## src/rtl/icache_pkg.sv

```systemverilog
// Shared constants and types for the direct-mapped instruction cache.
package icache_pkg;

  // Default geometry; the cache modules take these as parameter defaults.
  localparam int unsigned DEF_ADDR_W     = 32;
  localparam int unsigned DEF_LINE_WORDS = 4;
  localparam int unsigned DEF_SETS       = 16;

  // Address field widths for the default geometry.
  localparam int unsigned WORD_BITS  = $clog2(DEF_LINE_WORDS);
  localparam int unsigned INDEX_BITS = $clog2(DEF_SETS);
  localparam int unsigned TAG_BITS   = DEF_ADDR_W - 2 - WORD_BITS - INDEX_BITS;

  // Controller state encoding.
  typedef logic [2:0] state_t;
  localparam state_t S_IDLE     = 3'd0;
  localparam state_t S_LOOKUP   = 3'd1;
  localparam state_t S_MISS_REQ = 3'd2;
  localparam state_t S_REFILL   = 3'd3;
  localparam state_t S_RESP     = 3'd4;

  // Refill beat counter for the default line size.
  typedef logic [WORD_BITS-1:0] beat_t;

endpackage

```

## src/rtl/icache_dm_array.sv

```systemverilog
// Tag, data and valid storage for the direct-mapped instruction cache.
module icache_dm_array
  import icache_pkg::*;
#(
  parameter int unsigned LINE_WORDS = DEF_LINE_WORDS,
  parameter int unsigned SETS       = DEF_SETS,
  parameter int unsigned TAG_W      = TAG_BITS
) (
  input  logic                          clk,
  input  logic                          rst_i,
  input  logic [$clog2(SETS)-1:0]       rd_index_i,
  input  logic [$clog2(LINE_WORDS)-1:0] rd_word_i,
  output logic [31:0]                   rd_data_o,
  output logic [TAG_W-1:0]              rd_tag_o,
  output logic                          rd_valid_o,
  input  logic                          wr_en_i,
  input  logic [$clog2(SETS)-1:0]       wr_index_i,
  input  logic [$clog2(LINE_WORDS)-1:0] wr_beat_i,
  input  logic [31:0]                   wr_data_i,
  input  logic                          tag_write_i,
  input  logic [TAG_W-1:0]              wr_tag_i,
  input  logic                          wr_valid_i,
  input  logic                          flush_all_i
);

  localparam int unsigned DEPTH = SETS * LINE_WORDS;

  logic [31:0]      data_q [DEPTH];
  logic [TAG_W-1:0] tag_q  [SETS];
  logic [SETS-1:0]  valid_q;

  // Data words are written one refill beat at a time; no reset needed.
  always_ff @(posedge clk) begin
    if (wr_en_i) begin
      data_q[{wr_index_i, wr_beat_i}] <= wr_data_i;
    end
  end

  // Tag is written together with the final refill beat.
  always_ff @(posedge clk) begin
    if (tag_write_i) begin
      tag_q[wr_index_i] <= wr_tag_i;
    end
  end

  // Valid bits: cleared by reset or flush, set when a line completes.
  always_ff @(posedge clk) begin
    if (rst_i) begin
      valid_q <= '0;
    end else if (flush_all_i) begin
      valid_q <= '0;
    end else if (tag_write_i) begin
      valid_q[wr_index_i] <= wr_valid_i;
    end
  end

  assign rd_data_o  = data_q[{rd_index_i, rd_word_i}];
  assign rd_tag_o   = tag_q[rd_index_i];
  assign rd_valid_o = valid_q[rd_index_i];

endmodule

```

## src/rtl/icache_dm.sv

```systemverilog
// Direct-mapped read-only instruction cache with burst line refill.
module icache_dm
  import icache_pkg::*;
#(
  parameter int unsigned ADDR_W     = DEF_ADDR_W,
  parameter int unsigned LINE_WORDS = DEF_LINE_WORDS,
  parameter int unsigned SETS       = DEF_SETS
) (
  input  logic              clk,
  input  logic              reset_n,
  input  logic              request_i,
  input  logic [ADDR_W-1:0] instAddr_i,
  output logic [31:0]       inst_o,
  output logic              dataOk_o,
  input  logic              flush_i,
  output logic              memReq_o,
  output logic [ADDR_W-1:0] memAddr_o,
  input  logic              memGrant_i,
  input  logic              memValid_i,
  input  logic [31:0]       memData_i
);

  localparam int unsigned WB = $clog2(LINE_WORDS);
  localparam int unsigned IB = $clog2(SETS);
  localparam int unsigned TB = ADDR_W - 2 - WB - IB;
  localparam logic [ADDR_W-1:0] LINE_MASK = ~(ADDR_W'(LINE_WORDS * 4 - 1));
  localparam logic [WB-1:0]     LAST_BEAT = WB'(LINE_WORDS - 1);

  state_t            state_q, state_d;
  logic [ADDR_W-1:0] req_addr_q, req_addr_d;
  logic [WB-1:0]     beat_q, beat_d;
  logic              flush_pend_q, flush_pend_d;
  logic              hit_q, hit_d;
  logic              data_ok_q, data_ok_d;
  logic [31:0]       inst_q, inst_d;
  logic              mem_req_q, mem_req_d;
  logic [ADDR_W-1:0] mem_addr_q, mem_addr_d;

  logic [ADDR_W-1:0] rd_addr_c;
  logic [IB-1:0]     rd_index_c;
  logic [WB-1:0]     rd_word_c;
  logic [31:0]       rd_data_c;
  logic [TB-1:0]     rd_tag_c;
  logic              rd_valid_c;
  logic              hit_c;
  logic              wr_en_c;
  logic              tag_write_c;
  logic              flush_all_c;
  logic              unused_c;

  // In IDLE the lookup uses the incoming address so a hit answers next cycle.
  assign rd_addr_c  = (state_q == S_IDLE) ? instAddr_i : req_addr_q;
  assign rd_index_c = rd_addr_c[2 + WB +: IB];
  assign rd_word_c  = rd_addr_c[2 +: WB];
  assign hit_c      = rd_valid_c && (rd_tag_c == rd_addr_c[ADDR_W-1 -: TB]);
  assign unused_c   = &{1'b0, rd_addr_c[1:0]};

  assign wr_en_c     = (state_q == S_REFILL) && memValid_i;
  assign tag_write_c = wr_en_c && (beat_q == LAST_BEAT);

  icache_dm_array #(
    .LINE_WORDS(LINE_WORDS),
    .SETS      (SETS),
    .TAG_W     (TB)
  ) u_array (
    .clk        (clk),
    .rst_i      (reset_n),
    .rd_index_i (rd_index_c),
    .rd_word_i  (rd_word_c),
    .rd_data_o  (rd_data_c),
    .rd_tag_o   (rd_tag_c),
    .rd_valid_o (rd_valid_c),
    .wr_en_i    (wr_en_c),
    .wr_index_i (req_addr_q[2 + WB +: IB]),
    .wr_beat_i  (beat_q),
    .wr_data_i  (memData_i),
    .tag_write_i(tag_write_c),
    .wr_tag_i   (req_addr_q[ADDR_W-1 -: TB]),
    .wr_valid_i (!(flush_pend_q || flush_i)),
    .flush_all_i(flush_all_c)
  );

  // Next-state and registered-output logic for the fetch/refill controller.
  always_comb begin
    state_d      = state_q;
    req_addr_d   = req_addr_q;
    beat_d       = beat_q;
    flush_pend_d = flush_pend_q || flush_i;
    hit_d        = hit_q;
    data_ok_d    = 1'b0;
    inst_d       = inst_q;
    mem_req_d    = mem_req_q;
    mem_addr_d   = mem_addr_q;
    flush_all_c  = 1'b0;

    case (state_q)
      S_IDLE: begin
        flush_pend_d = 1'b0;
        if (flush_i) begin
          flush_all_c = 1'b1;
        end else if (request_i) begin
          req_addr_d = instAddr_i;
          hit_d      = hit_c;
          data_ok_d  = hit_c;
          if (hit_c) begin
            inst_d = rd_data_c;
          end
          state_d = S_LOOKUP;
        end
      end
      S_LOOKUP: begin
        if (hit_q) begin
          state_d = S_IDLE;
        end else begin
          mem_req_d  = 1'b1;
          mem_addr_d = req_addr_q & LINE_MASK;
          state_d    = S_MISS_REQ;
        end
      end
      S_MISS_REQ: begin
        if (memGrant_i) begin
          mem_req_d = 1'b0;
          beat_d    = '0;
          state_d   = S_REFILL;
        end
      end
      S_REFILL: begin
        if (memValid_i) begin
          beat_d = beat_q + WB'(1);
          if (beat_q == LAST_BEAT) begin
            data_ok_d = 1'b1;
            inst_d    = (rd_word_c == beat_q) ? memData_i : rd_data_c;
            state_d   = S_RESP;
          end
        end
      end
      S_RESP: begin
        state_d = S_IDLE;
      end
      default: begin
        state_d = S_IDLE;
      end
    endcase

    // A flush seen while busy invalidates everything on the way back to IDLE.
    if ((state_q != S_IDLE) && (state_d == S_IDLE) && flush_pend_d) begin
      flush_all_c  = 1'b1;
      flush_pend_d = 1'b0;
    end
  end

  // State and output registers with synchronous active-high reset.
  always_ff @(posedge clk) begin
    if (reset_n) begin
      state_q      <= S_IDLE;
      req_addr_q   <= '0;
      beat_q       <= '0;
      flush_pend_q <= 1'b0;
      hit_q        <= 1'b0;
      data_ok_q    <= 1'b0;
      inst_q       <= '0;
      mem_req_q    <= 1'b0;
      mem_addr_q   <= '0;
    end else begin
      state_q      <= state_d;
      req_addr_q   <= req_addr_d;
      beat_q       <= beat_d;
      flush_pend_q <= flush_pend_d;
      hit_q        <= hit_d;
      data_ok_q    <= data_ok_d;
      inst_q       <= inst_d;
      mem_req_q    <= mem_req_d;
      mem_addr_q   <= mem_addr_d;
    end
  end

  assign dataOk_o  = data_ok_q;
  assign inst_o    = inst_q;
  assign memReq_o  = mem_req_q;
  assign memAddr_o = mem_addr_q;

endmodule

```

## config.mk

```make
export PLATFORM = sky130hd
export DESIGN_NAME = icache_dm
export DESIGN_NICKNAME = d
export VERILOG_FILES = /design/src/rtl/icache_pkg.sv /design/src/rtl/icache_dm_array.sv /design/src/rtl/icache_dm.sv
export SDC_FILE = /design/constraint.sdc
export NUM_CORES = 2
export LEC_CHECK = 0
export CAP_MARGIN = 20
export CORE_MARGIN = 2
export CORE_UTILIZATION = 57
export DETAILED_ROUTE_END_ITERATION = 6
export DONT_BUFFER_PORTS = 1
export PLACE_DENSITY_LB_ADDON = 0.05
export SYNTH_ARGS = -nofsm -noshare
export SYNTH_HDL_FRONTEND = slang
export SYNTH_HIERARCHICAL = 1
export SYNTH_SLANG_ARGS = --single-unit
```

## constraint.sdc

```tcl
create_clock -name clk -period 5.4 [get_ports clk]
set_input_delay 0.54 -clock clk [delete_from_list [all_inputs] [get_ports clk]]
set_output_delay 0.54 -clock clk [all_outputs]
set_load 0.03 [all_outputs]
```

== Yosys cells after proc, flatten, opt, wreduce, memory -nomap -nowiden ==
Memory sizes are Yosys's and may differ from the RTL's.
Cells that the tools add are included.

* Memories kept: 2
* Latch bits: 0
* Input bits: 70
* Output and inout port bits: 66
* Logic and storage cells: 91
* Register bits after elaboration: 117
* RAM bits: 2432
* ROM bits: 0

* Bitwise gates (word level): 2
* Muxes and demuxes: 39
* Multiply operators: 0
* $add $sub $neg: 1
* Reductions and logical operators: 21
* Shifts and indexed selects: 0
* Div/mod/pow operators: 0
* Equal/unequal tests: 13
* $lt $le $gt $ge: 3

{| class="wikitable"
|+ Memory list
! name !! depth !! bits a word !! rd ports !! clocked after memory_dff !! wr ports !! line !! source
|-
| u_array.data_q || 64 || 32 || 1 || 0 || 1 || icache_dm_array.sv:28 || <nowiki>logic [31:0] data_q [DEPTH];</nowiki>
|-
| u_array.tag_q || 16 || 24 || 1 || 0 || 1 || icache_dm_array.sv:29 || <nowiki>logic [TAG_W-1:0] tag_q [SETS];</nowiki>
|}

{| class="wikitable"
|+ Operators with widths
! operator !! number
|-
| $mux 32 || 7
|-
| $pmux 32 s2 || 1
|-
| $eq 24x24->1 || 1
|-
| $bwmux 16 || 1
|-
| $mux 1 || 16
|-
| $mux 3 || 5
|-
| $ne 2x2->1 const B || 6
|-
| $pmux 3 s4 || 1
|-
| $lt 4x5->1 const B || 2
|-
| $reduce_and 3->1 || 3
|-
| $eq 3x2->1 const B || 2
|-
| $logic_and 1x1->1 || 6
|-
| $logic_not 3->1 || 2
|-
| $mux 2 || 3
|-
| $reduce_and 6->1 || 1
|-
| $reduce_bool 2->1 || 3
|-
| $bmux 1 s4 || 1
|-
| $demux 1 s4 || 1
|-
| $ge 4x1->1 const B || 1
|-
| $pmux 1 s2 || 2
|-
| $pmux 2 s2 || 1
|-
| $reduce_or 2->1 || 2
|-
| $eq 3x1->1 const B || 1
|-
| $reduce_bool 3->1 || 1
|-
| 8 further kinds || 9
|}

== Depth between registers and ports, before layout ==
* Word-level depth: 9
* Mapped depth: 20
* Mapped depth without buffers: 12

== Modules after synthesis ==
Netlist, hierarchy kept.

{| class="wikitable"
|+ By module, submodules not included
! module !! cells an instance !! seq. area each (µm²) !! area an instance (µm²) !! instances
|-
| icache_dm_array || 3998 || 73350.3 || 93638.6 || 1
|-
| icache_dm || 552 || 1981.9 || 4718.3 || 1
|}

== Least setup slack after synthesis ==
No wires, ideal clock.

* Path kind: reg-to-reg
* Start: register state_q[1]
* End: register inst_q[10] (netlist: inst_o[10])
* Clock period less this slack: 5059 ps
* Stages on the path, launching flop included: 19
* Library setup time: 85 ps
* Data arrival time: 4974 ps
* Required time: 5315 ps
* Path buffers: 6
* Setup slack: 341 ps
* Cell sequence: dfxtp_1 buf_2 nor3_2 buf_2 nand2_1 nand2_1 clkbuf_1 buf_1 mux4_2 mux4_2 xnor2_1 o221ai_1 or4_1 a2111oi_2 nand4_2 and2_1 buf_6 buf_6 o31ai_2

* Word-level cells in the longest chain between the ends: 7
* Elaborated cells on any way between the ends: 24
* Those cells by class: eq/ne: 8; mux: 10; reduce/logical: 4; memory: 2

{| class="wikitable"
|+ RTL lines
! what !! line !! source
|-
| start: declaration || icache_dm.sv:29 || <nowiki>state_t state_q, state_d;</nowiki>
|-
| start signal: assignment || icache_dm.sv:165 || <nowiki>state_q <= state_d;</nowiki>
|-
| $logic_not 3->1 || icache_dm.sv:52 || <nowiki>assign rd_addr_c = (state_q == S_IDLE) ? instAddr_i : req_addr_q;</nowiki>
|-
| $mux 32 || icache_dm.sv:52 ||
|-
| via rd_addr_c[4] || icache_dm.sv:39 || <nowiki>logic [ADDR_W-1:0] rd_addr_c;</nowiki>
|-
| $mem_v2 16x24 || -- ||
|-
| via rd_tag_c[10] || icache_dm.sv:43 || <nowiki>logic [TB-1:0] rd_tag_c;</nowiki>
|-
| $eq 24x24->1 || icache_dm.sv:55 || <nowiki>assign hit_c = rd_valid_c && (rd_tag_c == rd_addr_c[ADDR_W-1 -: TB]);</nowiki>
|-
| $logic_and 1x1->1 || icache_dm.sv:55 ||
|-
| $ne 2x2->1 (no source line) || -- ||
|-
| $reduce_and 6->1 (no source line) || -- ||
|-
| end signal: assignment || icache_dm.sv:171 || <nowiki>inst_q <= inst_d;</nowiki>
|-
| end: declaration || icache_dm.sv:35 || <nowiki>logic [31:0] inst_q, inst_d;</nowiki>
|}

The timed path passes the listed nets, and every way through them passes these cells. The select of a mux whose other input is x is not followed.
A chain may end at the register's enable or synchronous reset.

== Worst setup path in the final report ==
* Start: register state_q[2]
* End: register inst_q[0] (netlist: inst_o[0])

The elaborated chain is that of the path after synthesis.

==> impl_results.rst <==
.. list-table::
   :header-rows: 1

   * - Metric
     - Value
   * - Y dimension of the die
     - approximately 420 um
   * - Floorplan Core Area
     - 172000 sq um
   * - CP Max Fanout
     - 38
   * - Met2 WL post-DR
     - ~120000 um
   * - Max Clock Skew
     - between 0.03 and 0.04 ns
   * - Post-route clock period utilization
     - about nine tenths
   * - Worst rel slew slack
     - a little over a fifth
   * - Sum of net half-perimeters after detailed placement
     - 145000 um
   * - Number of global-route vias before repair
     - 48400
   * - Largest voltage drop on the vdd net
     - between 300 and 400 uV
   * - Number of buffers on the longest clock path
     - 4
   * - Largest area contributor in the netlist
     - sky130_fd_sc_hd__edfxtp_1
   * - Die Area
     - 176000 sq um
   * - RSZ-0062 raised after global routing
     - no
   * - Post-detailed-route via-to-cell ratio
     - 6.63
   * - Cell row count
     - approximately 150
   * - Top Layer Used
     - met5
   * - Total GRT Usage
     - slightly below 30%
   * - Met3 layer wire length in the routed design
     - approximately 22000 um
   * - Type of the most critical hold path
     - primary input to flop
   * - R2R depth
     - 14
   * - Type of origin of the critical path
     - flop
   * - Share of Yosys cell area claimed by the top area cell type
     - between 70 and 80%
   * - Maximum capacitance violations
     - 0
   * - Proportion of register bits with asynchronous set or reset after synthesis
     - 0%
   * - Top-level port count
     - 136
   * - Number of buffers added for setup after CTS
     - 0
   * - Start-to-end type of the worst setup path
     - flop to flop
   * - H-tree depth
     - 5
   * - Length of the first detailed-routing pass in iterations
     - 6
   * - Area of the mapped netlist
     - ~98000 sq um
   * - Starting utilization of the core area
     - a little under three fifths
   * - Routed WL per cell
     - around 34 um
   * - Residual DRC
     - 0
   * - Final net count
     - 4935
   * - Top post-synthesis cells by area
     - sky130_fd_sc_hd__edfxtp_1, sky130_fd_sc_hd__mux4_2, sky130_fd_sc_hd__dfxtp_1
   * - Number of distinct library cells after synthesis
     - 66
   * - Share of the yosys chip area belonging to registers
     - between 70 and 80%
   * - Layout cell share with drive strength beyond 1
     - between 20% and 30%
   * - Number of violations reported at the end of detailed-routing iteration 0
     - ~6000
   * - Via count
     - 48800
   * - Hold path startpoint
     - memData_i[1]
   * - Least-Margin Pin Slew
     - roughly 1.2 ns
   * - Dominant synthesized flop cell
     - sky130_fd_sc_hd__edfxtp_1
   * - Clock tree from TritonCTS
     - done
   * - First-pass GRT wire length
     - 360000 um
   * - Width of the die
     - 419 um
   * - Number of enable-type register cells in the synthesized netlist
     - between 2000 and 2500
   * - Total power per unit cell area
     - 384 nW/um^2
   * - Antenna violations before repair
     - 6
   * - Syn-to-layout area delta
     - 14.1%
   * - Routability congestion estimate from global placement
     - approximately 0.84
   * - Pin count of the biggest net entering global routing
     - 132
   * - Signal arrival time at the worst endpoint
     - 5.69 ns
   * - Yosys warning total
     - 6
   * - Startpoint of the lowest-slack register-to-register path
     - state_q[2]
   * - Final hold vios
     - 0
   * - Post-route setup TNS
     - 0 ns
   * - Remaining antenna violation count
     - 0
   * - WL final
     - 254000 um
   * - Post-synthesis average cell area
     - about 22 sq um
   * - Critical R2R Capture
     - inst_o[0]
   * - # setup viols final
     - 0
   * - Resized cells post-CTS
     - 0
   * - Clock Sinks
     - roughly 2500
   * - Final critical delay including setup and external delays
     - 4.88 ns
   * - Run status
     - finished clean
   * - Final standard cell count with taps included and fillers excluded
     - approximately 7400
   * - CTS hold repair buffers
     - 93
   * - Standby leakage power
     - approximately 35 nW
   * - Root buffer cell
     - sky130_fd_sc_hd__clkbuf_16
   * - Crit path capture type
     - flop
   * - Worst hold endpoint
     - u_array/data_q[10][1]
   * - Number of standard cells after synthesis
     - ~4600
   * - Total placed cells including tap cells
     - a little under 7000
   * - Total grt overflow
     - 0
   * - CTS Buf Count
     - between 200 and 300
   * - Total routed wire length on the met1 layer
     - 103000 um
   * - Max-slew violations
     - 0
   * - Number of synthesized register bits
     - 2547
   * - Total of buffers placed on input and output ports
     - 0
   * - Data required time at the worst endpoint
     - just over 6 ns
   * - Hold Path Stages
     - 1
   * - Source-to-sink clock delay at the later pin of the worst-skew pair
     - 0.92 ns
   * - Highest clock frequency the design can meet
     - around 0.20 GHz
   * - Flop-to-flop setup slack
     - slightly above 0.5 ns
   * - Clock-pin slew of the registers on the worst-case setup and hold paths
     - approximately 0.06 ns
==> cell type report <==
| class | count | area [sq um] |
|---|---|---|
| antenna | 7 | 17.5 |
| clock buffer | 349 | 7450 |
| clock inverter | 119 | 828 |
| fill | 11200 | 59300 |
| inverter | 15 | 57.6 |
| multi-input combinational | 1713 | 22000 |
| sequential | 2547 | 75300 |
| tap | 2310 | 2890 |
| timing repair buffer | 310 | 3670 |
==> layer usage <==
metal  vias to the layer above  global-route usage [%]
met5                         -                       0
met4                         2                    8.97
met3                       408                    5.34
met2                      2323                    45.7
met1                     26300                    43.0
li1                      19800                       -
==> placed cells by master, fill, tap and decap left out, types with 13 or more instances in the layout <==
cell type	instances
sky130_fd_sc_hd__dfxtp_1	115
sky130_fd_sc_hd__buf_4	176
sky130_fd_sc_hd__clkbuf_1	56
sky130_fd_sc_hd__nor2_4	81
sky130_fd_sc_hd__o221ai_1	43
sky130_fd_sc_hd__mux4_2	597
sky130_fd_sc_hd__a21oi_1	132
sky130_fd_sc_hd__o21ai_0	24
sky130_fd_sc_hd__clkinv_2	39
sky130_fd_sc_hd__nor2_1	48
sky130_fd_sc_hd__nand2_1	210
sky130_fd_sc_hd__buf_16	37
sky130_fd_sc_hd__o31ai_2	29
sky130_fd_sc_hd__a221oi_1	22
sky130_fd_sc_hd__edfxtp_1	2432
sky130_fd_sc_hd__mux2i_1	192
sky130_fd_sc_hd__dlygate4sd3_1	60
sky130_fd_sc_hd__buf_12	35
sky130_fd_sc_hd__inv_1	14
sky130_fd_sc_hd__nor2b_1	14
sky130_fd_sc_hd__clkinv_1	65
sky130_fd_sc_hd__o22ai_1	46
sky130_fd_sc_hd__xnor2_1	13
sky130_fd_sc_hd__nand4b_1	32
sky130_fd_sc_hd__a22oi_1	68
sky130_fd_sc_hd__clkbuf_16	285
sky130_fd_sc_hd__nand3_1	13
sky130_fd_sc_hd__mux4_1	27
==> per-stage QoR <==
stage	hold slack (ns)	instance area [sq um]	setup WS [ns]	power, mW	util (%)
6_report	0.0346	112000	0.519	43.1	65.4
5_1_grt	0.0129	112000	0.254	44.3	65.4
4_1_cts	0.000137	112000	0.450	43.4	65.3
3_5_place_dp	0.460	102000	0.462	25.6	59.6
3_3_place_gp	0.442	102000	0.504	25.5	59.6
2_1_floorplan	0.437	98400	0.341	24.4	-
==> synth_stat cells (11+ instances only) <==
cell type and count:
sky130_fd_sc_hd__nand3_1 14, sky130_fd_sc_hd__a221oi_1 22, sky130_fd_sc_hd__buf_4 37, sky130_fd_sc_hd__mux4_1 27
sky130_fd_sc_hd__mux2i_1 192, sky130_fd_sc_hd__mux4_2 597, sky130_fd_sc_hd__o21ai_0 24, sky130_fd_sc_hd__clkbuf_1 110
sky130_fd_sc_hd__buf_6 18, sky130_fd_sc_hd__o221ai_1 43, sky130_fd_sc_hd__xnor2_1 13, sky130_fd_sc_hd__buf_1 22
sky130_fd_sc_hd__o22ai_1 46, sky130_fd_sc_hd__nand4b_1 32, sky130_fd_sc_hd__a211oi_1 11, sky130_fd_sc_hd__a22oi_1 68
sky130_fd_sc_hd__edfxtp_1 2432, sky130_fd_sc_hd__dfxtp_1 115, sky130_fd_sc_hd__buf_2 67, sky130_fd_sc_hd__a21oi_1 132
sky130_fd_sc_hd__inv_1 14, sky130_fd_sc_hd__nor2b_1 18, sky130_fd_sc_hd__nand2_1 216, sky130_fd_sc_hd__nor2_1 130
sky130_fd_sc_hd__o31ai_2 29
==> worst max-delay path by stage <==
| stage | start | endpoint | slack (ns) | cells after the start |
|---|---|---|---|---|
| after floorplan | state_q[1] | inst_o[10] | 0.34 | 18 |
| after global placement | state_q[2] | inst_o[1] | 0.50 | 14 |
| after detailed placement | state_q[2] | inst_o[0] | 0.46 | 14 |
| after CTS | state_q[2] | inst_o[0] | 0.45 | 14 |
| after global routing | state_q[2] | inst_o[0] | 0.25 | 14 |
| final | state_q[2] | inst_o[0] | 0.52 | 14 |
==> sequential cells by signal, indices dropped and copies added, names as in the netlist <==
| signal | count |
|---|---|
| u_array/data_q | 2048 |
| u_array/tag_q | 384 |
| inst_o | 32 |
| req_addr_q | 30 |
| memAddr_o | 28 |
| u_array/valid_q | 16 |
| state_q | 3 |
| beat_q | 2 |
| dataOk_o | 1 |
| flush_pend_q | 1 |
| hit_q | 1 |
| memReq_o | 1 |
==> worst max-delay path, stage by stage (launching register included) <==
cell and delay [ns]:
sky130_fd_sc_hd__dfxtp_1 0.50, sky130_fd_sc_hd__or3_1 0.20, sky130_fd_sc_hd__nand2_1 0.10, sky130_fd_sc_hd__nand2_4 0.49
sky130_fd_sc_hd__buf_12 0.32, sky130_fd_sc_hd__mux4_2 0.35, sky130_fd_sc_hd__mux4_2 0.54, sky130_fd_sc_hd__inv_1 0.08
sky130_fd_sc_hd__o221ai_1 0.11, sky130_fd_sc_hd__or4_1 0.58, sky130_fd_sc_hd__a2111oi_2 0.34, sky130_fd_sc_hd__nand4_2 0.21
sky130_fd_sc_hd__and2_2 0.25, sky130_fd_sc_hd__buf_4 0.34, sky130_fd_sc_hd__o31ai_1 0.32
==> power by group <==
part	total (mW)	internal (mW)	switching [mW]	leakage [nW]
Sequential	21.7	21.6	0.0684	22.8
Clock	17.5	10.3	7.26	4.07
Combinational	3.89	1.58	2.31	8.60
==> logic make-up after synthesis <==
group / count (synthesis) / share of synthesized area [%]
flops: 2547 / 76.6
mux: 826 / 16.5
simple gates: 451 / 2.08
compound gates: 411 / 2.96
buf+inv: 293 / 1.72
xor+xnor: 20 / 0.178
fa+ha+maj: 1 / 0.0127
other cells: 1 / 0.00381
Note: power is estimated with default switching activity, not from simulation.
